===== src/rtl/rr_mux_pkg.sv =====
// Shared definitions for the N-channel registered selector and its picker.
package rr_mux_pkg;

  localparam logic MODE_SEL = 1'b0;
  localparam logic MODE_RR  = 1'b1;

  // Index width that never collapses to zero bits.
  function automatic int clog2s(input int n);
    return (n <= 2) ? 1 : $clog2(n);
  endfunction

endpackage


===== src/rtl/rr_pick.sv =====
// Rotating-priority picker: first requester after ptr, wrapping modulo N.
module rr_pick import rr_mux_pkg::*; #(
  parameter int N    = 4,
  parameter int SELW = clog2s(N)
) (
  input  logic [N-1:0]    req,
  input  logic [SELW-1:0] ptr,
  output logic [SELW-1:0] gnt_idx,
  output logic            gnt_any
);

  always_comb begin
    int idx;
    gnt_idx = '0;
    gnt_any = 1'b0;
    idx     = 0;
    for (int k = 1; k <= N; k++) begin
      idx = (int'(ptr) + k) % N;
      if (!gnt_any && req[SELW'(idx)]) begin
        gnt_any = 1'b1;
        gnt_idx = SELW'(idx);
      end
    end
  end

endmodule


===== src/rtl/rr_mux_reg.sv =====
// N-channel WIDTH-bit selector with a single-entry output register, per-channel
// valid/ready, and run-time choice of explicit select or round-robin grant.
module rr_mux_reg import rr_mux_pkg::*; #(
  parameter int WIDTH = 16,
  parameter int N     = 4,
  parameter int SELW  = clog2s(N)
) (
  input  logic               clk,
  input  logic               rst,
  input  logic               mode,
  input  logic [SELW-1:0]    sel,
  input  logic [N-1:0]       in_valid,
  input  logic [N*WIDTH-1:0] in_data,
  output logic [N-1:0]       in_ready,
  output logic               out_valid,
  output logic [WIDTH-1:0]   out_data,
  output logic [SELW-1:0]    out_sel,
  input  logic               out_ready
);

  logic [N-1:0][WIDTH-1:0] ch;
  logic [SELW-1:0]         ptr, rr_idx, g;
  logic                    rr_any, g_any, load_en, xfer;

  assign ch = in_data;

  rr_pick #(.N(N), .SELW(SELW)) u_pick (
    .req     (in_valid),
    .ptr     (ptr),
    .gnt_idx (rr_idx),
    .gnt_any (rr_any)
  );

  assign load_en = !out_valid || out_ready;

  // Explicit select grants regardless of in_valid; an index past N-1 grants nothing.
  always_comb begin
    g        = sel;
    g_any    = int'(sel) < N;
    if (mode == MODE_RR) begin
      g     = rr_idx;
      g_any = rr_any;
    end
    in_ready = '0;
    if (!rst && g_any && load_en) in_ready[g] = 1'b1;
  end

  assign xfer = g_any && in_valid[g] && in_ready[g];

  always_ff @(posedge clk) begin
    if (rst) begin
      out_valid <= 1'b0;
      out_data  <= '0;
      out_sel   <= '0;
      ptr       <= SELW'(N - 1);
    end else if (xfer) begin
      out_valid <= 1'b1;
      out_data  <= ch[g];
      out_sel   <= g;
      if (mode == MODE_RR) ptr <= g;
    end else if (out_ready) begin
      out_valid <= 1'b0;
    end
  end

endmodule


===== config.mk =====
export PLATFORM = sky130hd
export DESIGN_NAME = rr_mux_reg
export DESIGN_NICKNAME = d
export VERILOG_FILES = /design/src/rtl/rr_mux_pkg.sv /design/src/rtl/rr_pick.sv /design/src/rtl/rr_mux_reg.sv
export SDC_FILE = /design/constraint.sdc
export NUM_CORES = 1
export LEC_CHECK = 0
export CELL_PAD_IN_SITES_DETAIL_PLACEMENT = 0
export CELL_PAD_IN_SITES_GLOBAL_PLACEMENT = 1
export CORE_ASPECT_RATIO = 1.75
export CORE_MARGIN = 5
export CORE_UTILIZATION = 48
export DETAILED_ROUTE_END_ITERATION = 10
export DONT_BUFFER_PORTS = 1
export MAX_ROUTING_LAYER = met4
export PLACE_DENSITY_LB_ADDON = 0.1
export SLEW_MARGIN = 5
export SYNTH_ARGS = -nofsm -noshare
export SYNTH_HDL_FRONTEND = slang
export SYNTH_SLANG_ARGS = --single-unit

===== constraint.sdc =====
create_clock -name clk -period 3.2 [get_ports clk]
set_input_delay 0.32 -clock clk [delete_from_list [all_inputs] [get_ports clk]]
set_output_delay 0.32 -clock clk [all_outputs]
set_load 0.05 [all_outputs]

======== Yosys cells after proc, flatten, opt, wreduce, memory -nomap -nowiden ========
Index checks and enable logic that the tools add are counted.
word-level totals
  logic and storage cells ................. 63
  register bits ........................... 21
  output and inout bits ................... 23
cells by class
  reductions and logical operators ........ 16
  order comparisons ....................... 6
  add/subtract/negate cells ............... 4
  multiplexer cells ....................... 33
operators by type and width
  kind                                                                                 count
  16-bit binary-select mux with 2-bit select                                           1
  1-bit 2-to-1 mux                                                                     18
  2-bit by 4-bit < comparator with 1-bit output, second input constant                 4
  16-bit 2-to-1 mux                                                                    1
  1-bit binary-select mux with 2-bit select                                            6
  2-bit 2-to-1 mux                                                                     5
  1-bit logical AND                                                                    8
  1-bit logical NOT                                                                    5
  2-bit by 1-bit adder with 2-bit output, second input constant                        2
  2-bit adder, second input constant                                                   2
  4-bit 2-to-1 mux                                                                     1
  2-bit by 3-bit < comparator with 1-bit output, second input constant                 1
  1-bit demux with 2-bit select                                                        1
  2-bit by 1-bit greater-or-equal comparator with 1-bit output, second input constant  1
  2-bit AND reduction                                                                  1
  2-bit nonzero test                                                                   1
  1-bit logical OR                                                                     1

======== Depth between registers and ports, before layout ========
  depth after elaboration ................. 24
  gate-level depth with buffers ........... 10
  gate-level depth less buffers ........... 6

======== Modules after synthesis ========
From an unflattened synthesis, not the netlist that was laid out.
unflattened totals
  cells, all modules ...................... 126
  area, all modules ....................... 1,427.6 um^2
by module, submodules not included
  module      times used  cells an instance  area an instance (um^2)  seq. area each (um^2)
  rr_mux_reg  1           112                1,336.3                  420.4
  rr_pick     1           14                 91.3                     0.0

======== Worst setup path after synthesis ========
OpenSTA, ideal clock, no wires.
  path type ............................... register -> output
  start ................................... reg ptr[1]
  end ..................................... out in_ready[0]
  data arrival time ....................... 2.066 ns
  data required time ...................... 2.880 ns
  cell stages (with the launch flop) ...... 7
  slack ................................... 0.814 ns
  path through ............................ dfxtp_1 -> buf_6 -> mux2i_1 -> o211ai_2 -> o22ai_1 -> clkbuf_1 -> nor2b_1
between the ends
  cells in the longest elaborated chain, start to end .. 20
ends and longest elaborated chain
  item                                                                                                                                                 RTL line          source
  start, declared                                                                                                                                      rr_mux_reg.sv:22  logic [SELW-1:0] ptr, rr_idx, g;
  start signal, assigned                                                                                                                               rr_mux_reg.sv:55  ptr <= SELW'(N - 1);
  start signal, assigned                                                                                                                               rr_mux_reg.sv:60  if (mode == MODE_RR) ptr <= g;
  2-bit by 1-bit adder with 2-bit output                                                                                                               rr_pick.sv:18     idx = (int'(ptr) + k) % N;
  1-bit binary-select mux with 2-bit select                                                                                                            rr_pick.sv:19     if (!gnt_any && req[SELW'(idx)]) begin
  1-bit 2-to-1 mux (implied by the code) (2 in series)                                                                                                 rr_pick.sv:19
  1-bit 2-to-1 mux                                                                                                                                     rr_pick.sv:19
  1-bit logical NOT                                                                                                                                    rr_pick.sv:19
  1-bit logical AND                                                                                                                                    rr_pick.sv:19
  1-bit 2-to-1 mux                                                                                                                                     rr_pick.sv:19
  1-bit logical NOT                                                                                                                                    rr_pick.sv:19
  [... 3 more ...]                                                                                                                                     n/a
  1-bit logical AND                                                                                                                                    rr_pick.sv:19
  2-bit 2-to-1 mux                                                                                                                                     rr_pick.sv:19
  2-bit 2-to-1 mux                                                                                                                                     rr_mux_reg.sv:40  if (mode == MODE_RR) begin
  2-bit by 3-bit < comparator with 1-bit output (implied by the code) or 2-bit by 1-bit greater-or-equal comparator with 1-bit output (tied branches)  rr_mux_reg.sv:45  if (!rst && g_any && load_en) in_ready[g] = 1'b1;
  1-bit logical AND (implied by the code)                                                                                                              rr_mux_reg.sv:45
  1-bit 2-to-1 mux (implied by the code)                                                                                                               rr_mux_reg.sv:45
  1-bit demux with 2-bit select                                                                                                                        rr_mux_reg.sv:45
  4-bit 2-to-1 mux (*)                                                                                                                                 rr_mux_reg.sv:45
  end, declared                                                                                                                                        rr_mux_reg.sv:14  output logic [N-1:0] in_ready,
Mark *: on every way between the ends. The rest lies on a longest branch, timed or not. The select of a mux whose other input is x is not followed.

======== Worst setup path after layout ========
  start ................................... reg ptr[1]
  end ..................................... reg out_data[11]
between the ends
  cells in the longest elaborated chain, start to end .. 23
ends and longest elaborated chain
  item                                                                                                                                                 RTL line          source
  2-bit by 1-bit adder with 2-bit output                                                                                                               rr_pick.sv:18
  1-bit binary-select mux with 2-bit select                                                                                                            rr_pick.sv:19
  1-bit 2-to-1 mux (implied by the code) (2 in series)                                                                                                 rr_pick.sv:19
  1-bit 2-to-1 mux                                                                                                                                     rr_pick.sv:19
  1-bit logical NOT                                                                                                                                    rr_pick.sv:19
  1-bit logical AND                                                                                                                                    rr_pick.sv:19
  1-bit 2-to-1 mux                                                                                                                                     rr_pick.sv:19
  1-bit logical NOT                                                                                                                                    rr_pick.sv:19
  [... 6 more ...]                                                                                                                                     n/a
  2-bit by 3-bit < comparator with 1-bit output (implied by the code) or 2-bit by 1-bit greater-or-equal comparator with 1-bit output (tied branches)  rr_mux_reg.sv:45
  1-bit logical AND (implied by the code)                                                                                                              rr_mux_reg.sv:45
  1-bit 2-to-1 mux (implied by the code)                                                                                                               rr_mux_reg.sv:45
  1-bit demux with 2-bit select                                                                                                                        rr_mux_reg.sv:45
  4-bit 2-to-1 mux                                                                                                                                     rr_mux_reg.sv:45
  1-bit binary-select mux with 2-bit select                                                                                                            rr_mux_reg.sv:48  assign xfer = g_any && in_valid[g] && in_ready[g];
  1-bit 2-to-1 mux (implied by the code)                                                                                                               rr_mux_reg.sv:48
  1-bit logical AND                                                                                                                                    rr_mux_reg.sv:48
  end signal, assigned                                                                                                                                 rr_mux_reg.sv:58  out_data <= ch[g];
  end, declared                                                                                                                                        rr_mux_reg.sv:16  output logic [WIDTH-1:0] out_data,
Several ways; a longest one is shown, not always the timed one. The select of a mux whose other input is x is not followed.
A chain may end at the register's enable or synchronous reset.

==> flow_summary.toml <==
[layout]
diodes = 0
fin_util_pct = 51.6
num-nets-final = 244
drive_above_1_share_pct = 21.9
syn_to_final_growth_pct = 5.39

[setup_path]
worstSetupStartpoint = "ptr[1]"
critPathLaunchType = "flip-flop"
cp-end-kind = "flip-flop"
reg2regPathDepth = 7
worstPathArrival_ns = 2.59
crit_type = "reg -> reg"
r2r-start = "ptr[1]"
crit_fanout = 22
r2r_slack_ns = 0.74
reg2reg_to = "out_data[11]"
cp.required_ns = 3.33

[pwr]
p_int_uw = 513
powerDensity_nw_per_um2 = 498
peakVddDrop_v = 0.000314
sequentialPowerShare_pct = 53.4
p_leak_uw = 0.000837
p_clk_share_pct = 19.4
power.switching_uw = 353
switching_share_pct = 40.7
pwr-share-comb_pct = 27.3

[synth]
ys_async_sr_fraction_pct = 0
synth_edf_count = 0
yosys_most_used_dff = "dfxtp_1"
netlist_instances = 170
ys_types = 34
syn_avg_cell_area_sq_um = 9.69
synth_area_sq_um = 1650
yosysWarnings = 0
syn-num-nets = 244
synth_most_common_cell = "mux2i_1"
synthTopCellsByCount = "mux2i_1 (50), dfxtp_1 (21), nand2b_1 (21), mux2_2 (16)"
seq_area_frac_synth_pct = 25.5
synth_largest_area_cell = "mux2i_1"
synth_top_area_share_pct = 30.4
ys_ff_latch = 21
synth_area_leaders = "mux2i_1 (30%), dfxtp_1 (26%), mux2_2 (11%)"

[sta]
drv_slew = 0
hold_viol_final = 0
finClkSkew_ns = 0.00110
tns_ns = 0
rsz0062_at_grt = "false"
post-route-period-util_pct = 76.8
layout_min_cycle_time_ns = 2.46
tightest_slew_ns = 0.675
fmax_mhz = 407
max_slew_margin_pct = 54.8
setup_viol = 0

[drt]
wirelength_um = 3960
viasPerCell = 5.83
drt-initial-drc-count = 4
wl_per_cell_um = 18.5
route.vias.total = 1248
drc = 0
first_pass_iters = 3
antenna_left = 0

[floorplanning]
start_util_pct = 49.0
fp.dieW_um = 54.3
coreArea_sq_um = 3360
die_h_um = 87.5
ioPinCount = 97
dieArea_sq_um = 4750
std_cell_rows = 28

[global_route]
grt_max_degree = 23
grt_pass1_wl_um = 6010
antenna_found_initial = 0
grt-ovfl-total = 0
grtUsageTotal_pct = 17.4
grt_pass1_vias = 1333

[flow_run]
maxCapViolations = 0

[cts]
cts.sinks = 21
cts_tree = "yes"
clkSlewWorstSetupHoldPaths_ns = 0.07
cts_hold_buf = 0
clockRootBuffer = "clkbuf_8"
cts_buffer_depth = 2
htreeDepth = 1
cts_resized = 0
clkLatencyLatePin_ns = 0.25
cts_inserted_buffers = 3
post_cts_buffers = 0

[placed_design]
gp_congestion = 0.752
numPortBuffers = 0
dp.final_hpwl_um = 3230

[hold_path]
hold_depth = 1
min_path_type = "in -> reg"
min_from = "rst"
holdPathEnd = "out_valid"

[status]
outcome = "complete, no violations"
-- worst max-delay path: stages, from the launching register on --
cell and delay (ns):
dfxtp_1 0.46, nand2_1 0.08, o22a_2 0.26, a41oi_4 0.57
buf_4 0.44, mux2i_1 0.27, mux2_2 0.18, mux2i_1 0.06
-- sequential cells by signal, summed over array words and instances, names as in the netlist --
| name | count |
|---|---|
| ptr | 2 |
| out_valid | 1 |
| out_data | 16 |
| out_sel | 2 |
-- how the worst max path moves through the flow --
stage | to | slack [ns] | cells after the start
floorplan | in_ready[0] | 0.81 | 6
global placement | out_data[9] | 0.87 | 7
detailed placement | out_data[11] | 0.72 | 7
CTS | out_data[11] | 0.71 | 7
global route | in_ready[0] | 0.55 | 6
finish | out_data[11] | 0.74 | 7
-- per-stage QoR --
stage	hold slack, ns	std cells	total power, uW	area (sq um)	setup WS [ns]
floorplan	0.501	170	674	1650	0.814
global placement	0.392	210	700	1690	0.867
detailed placement	0.397	210	708	1690	0.720
CTS	0.119	214	881	1740	0.711
global route	0.115	214	917	1740	0.552
finish	0.127	214	866	1740	0.741
-- final cells by class --
cell class	count	area (sq um)
Sequential cell	21	420
Timing Repair Buffer	7	52.6
Tap cell	45	56.3
Fill cell	323	1630
Clock buffer	4	45.0
Inverter	1	3.75
Multi-Input combinational cell	136	1160
-- cells by family (layout without fill, tap and decap cells) --
group           Yosys count  after routing  share of synthesized area (%)
mux                      67             67                           42.2
simple gates             47             47                           16.2
compound gates           22             22                           10.3
flops                    21             21                           25.5
buf+inv                  13             12                           5.77
-- power by group through the flow --
| stage | clock network (uW) | logic (uW) | registers (uW) |
|---|---|---|---|
| final | 168 | 236 | 462 |
| after global routing | 192 | 258 | 467 |
| after CTS | 177 | 240 | 464 |
| after detailed placement | 0 | 239 | 470 |
| after global placement | 0 | 230 | 469 |
| after floorplan | 0 | 218 | 456 |
-- cell usage in the layout, fill, tap and decap left out --
| cell | n |
|---|---|
| o2bb2ai_2 | 1 |
| dfxtp_1 | 21 |
| nor3_1 | 2 |
| o211ai_2 | 1 |
| inv_1 | 1 |
| a41oi_4 | 1 |
| and2_2 | 1 |
| clkbuf_8 | 3 |
| nor2b_1 | 4 |
| mux2_4 | 1 |
| and4bb_2 | 1 |
| nand3b_1 | 1 |
| a31oi_1 | 2 |
| nand3_1 | 1 |
| o21a_1 | 1 |
| o22ai_2 | 1 |
| buf_4 | 7 |
| or2_2 | 1 |
| clkbuf_1 | 1 |
| nand2_1 | 7 |
| mux2i_1 | 50 |
| a21oi_1 | 5 |
| o22a_2 | 1 |
| nand2b_1 | 21 |
| o21ai_0 | 4 |
| o31ai_4 | 1 |
| a21oi_2 | 1 |
| nor2_1 | 7 |
| mux2_2 | 16 |
| a211oi_1 | 1 |
| or3b_1 | 1 |
| a211o_1 | 1 |
| o21bai_1 | 1 |
-- metal layers --
metal / routed length [um] / global-route usage [%] / part of all wire, %
met1: 1360 / 18.0 / 34
met2: 2200 / 30.4 / 55
met3: 309 / 3.95 / 7.8
met4: 94 / 6.58 / 2.4
met5: 0 / - / 0
Note: power is estimated with default switching activity, not from simulation.
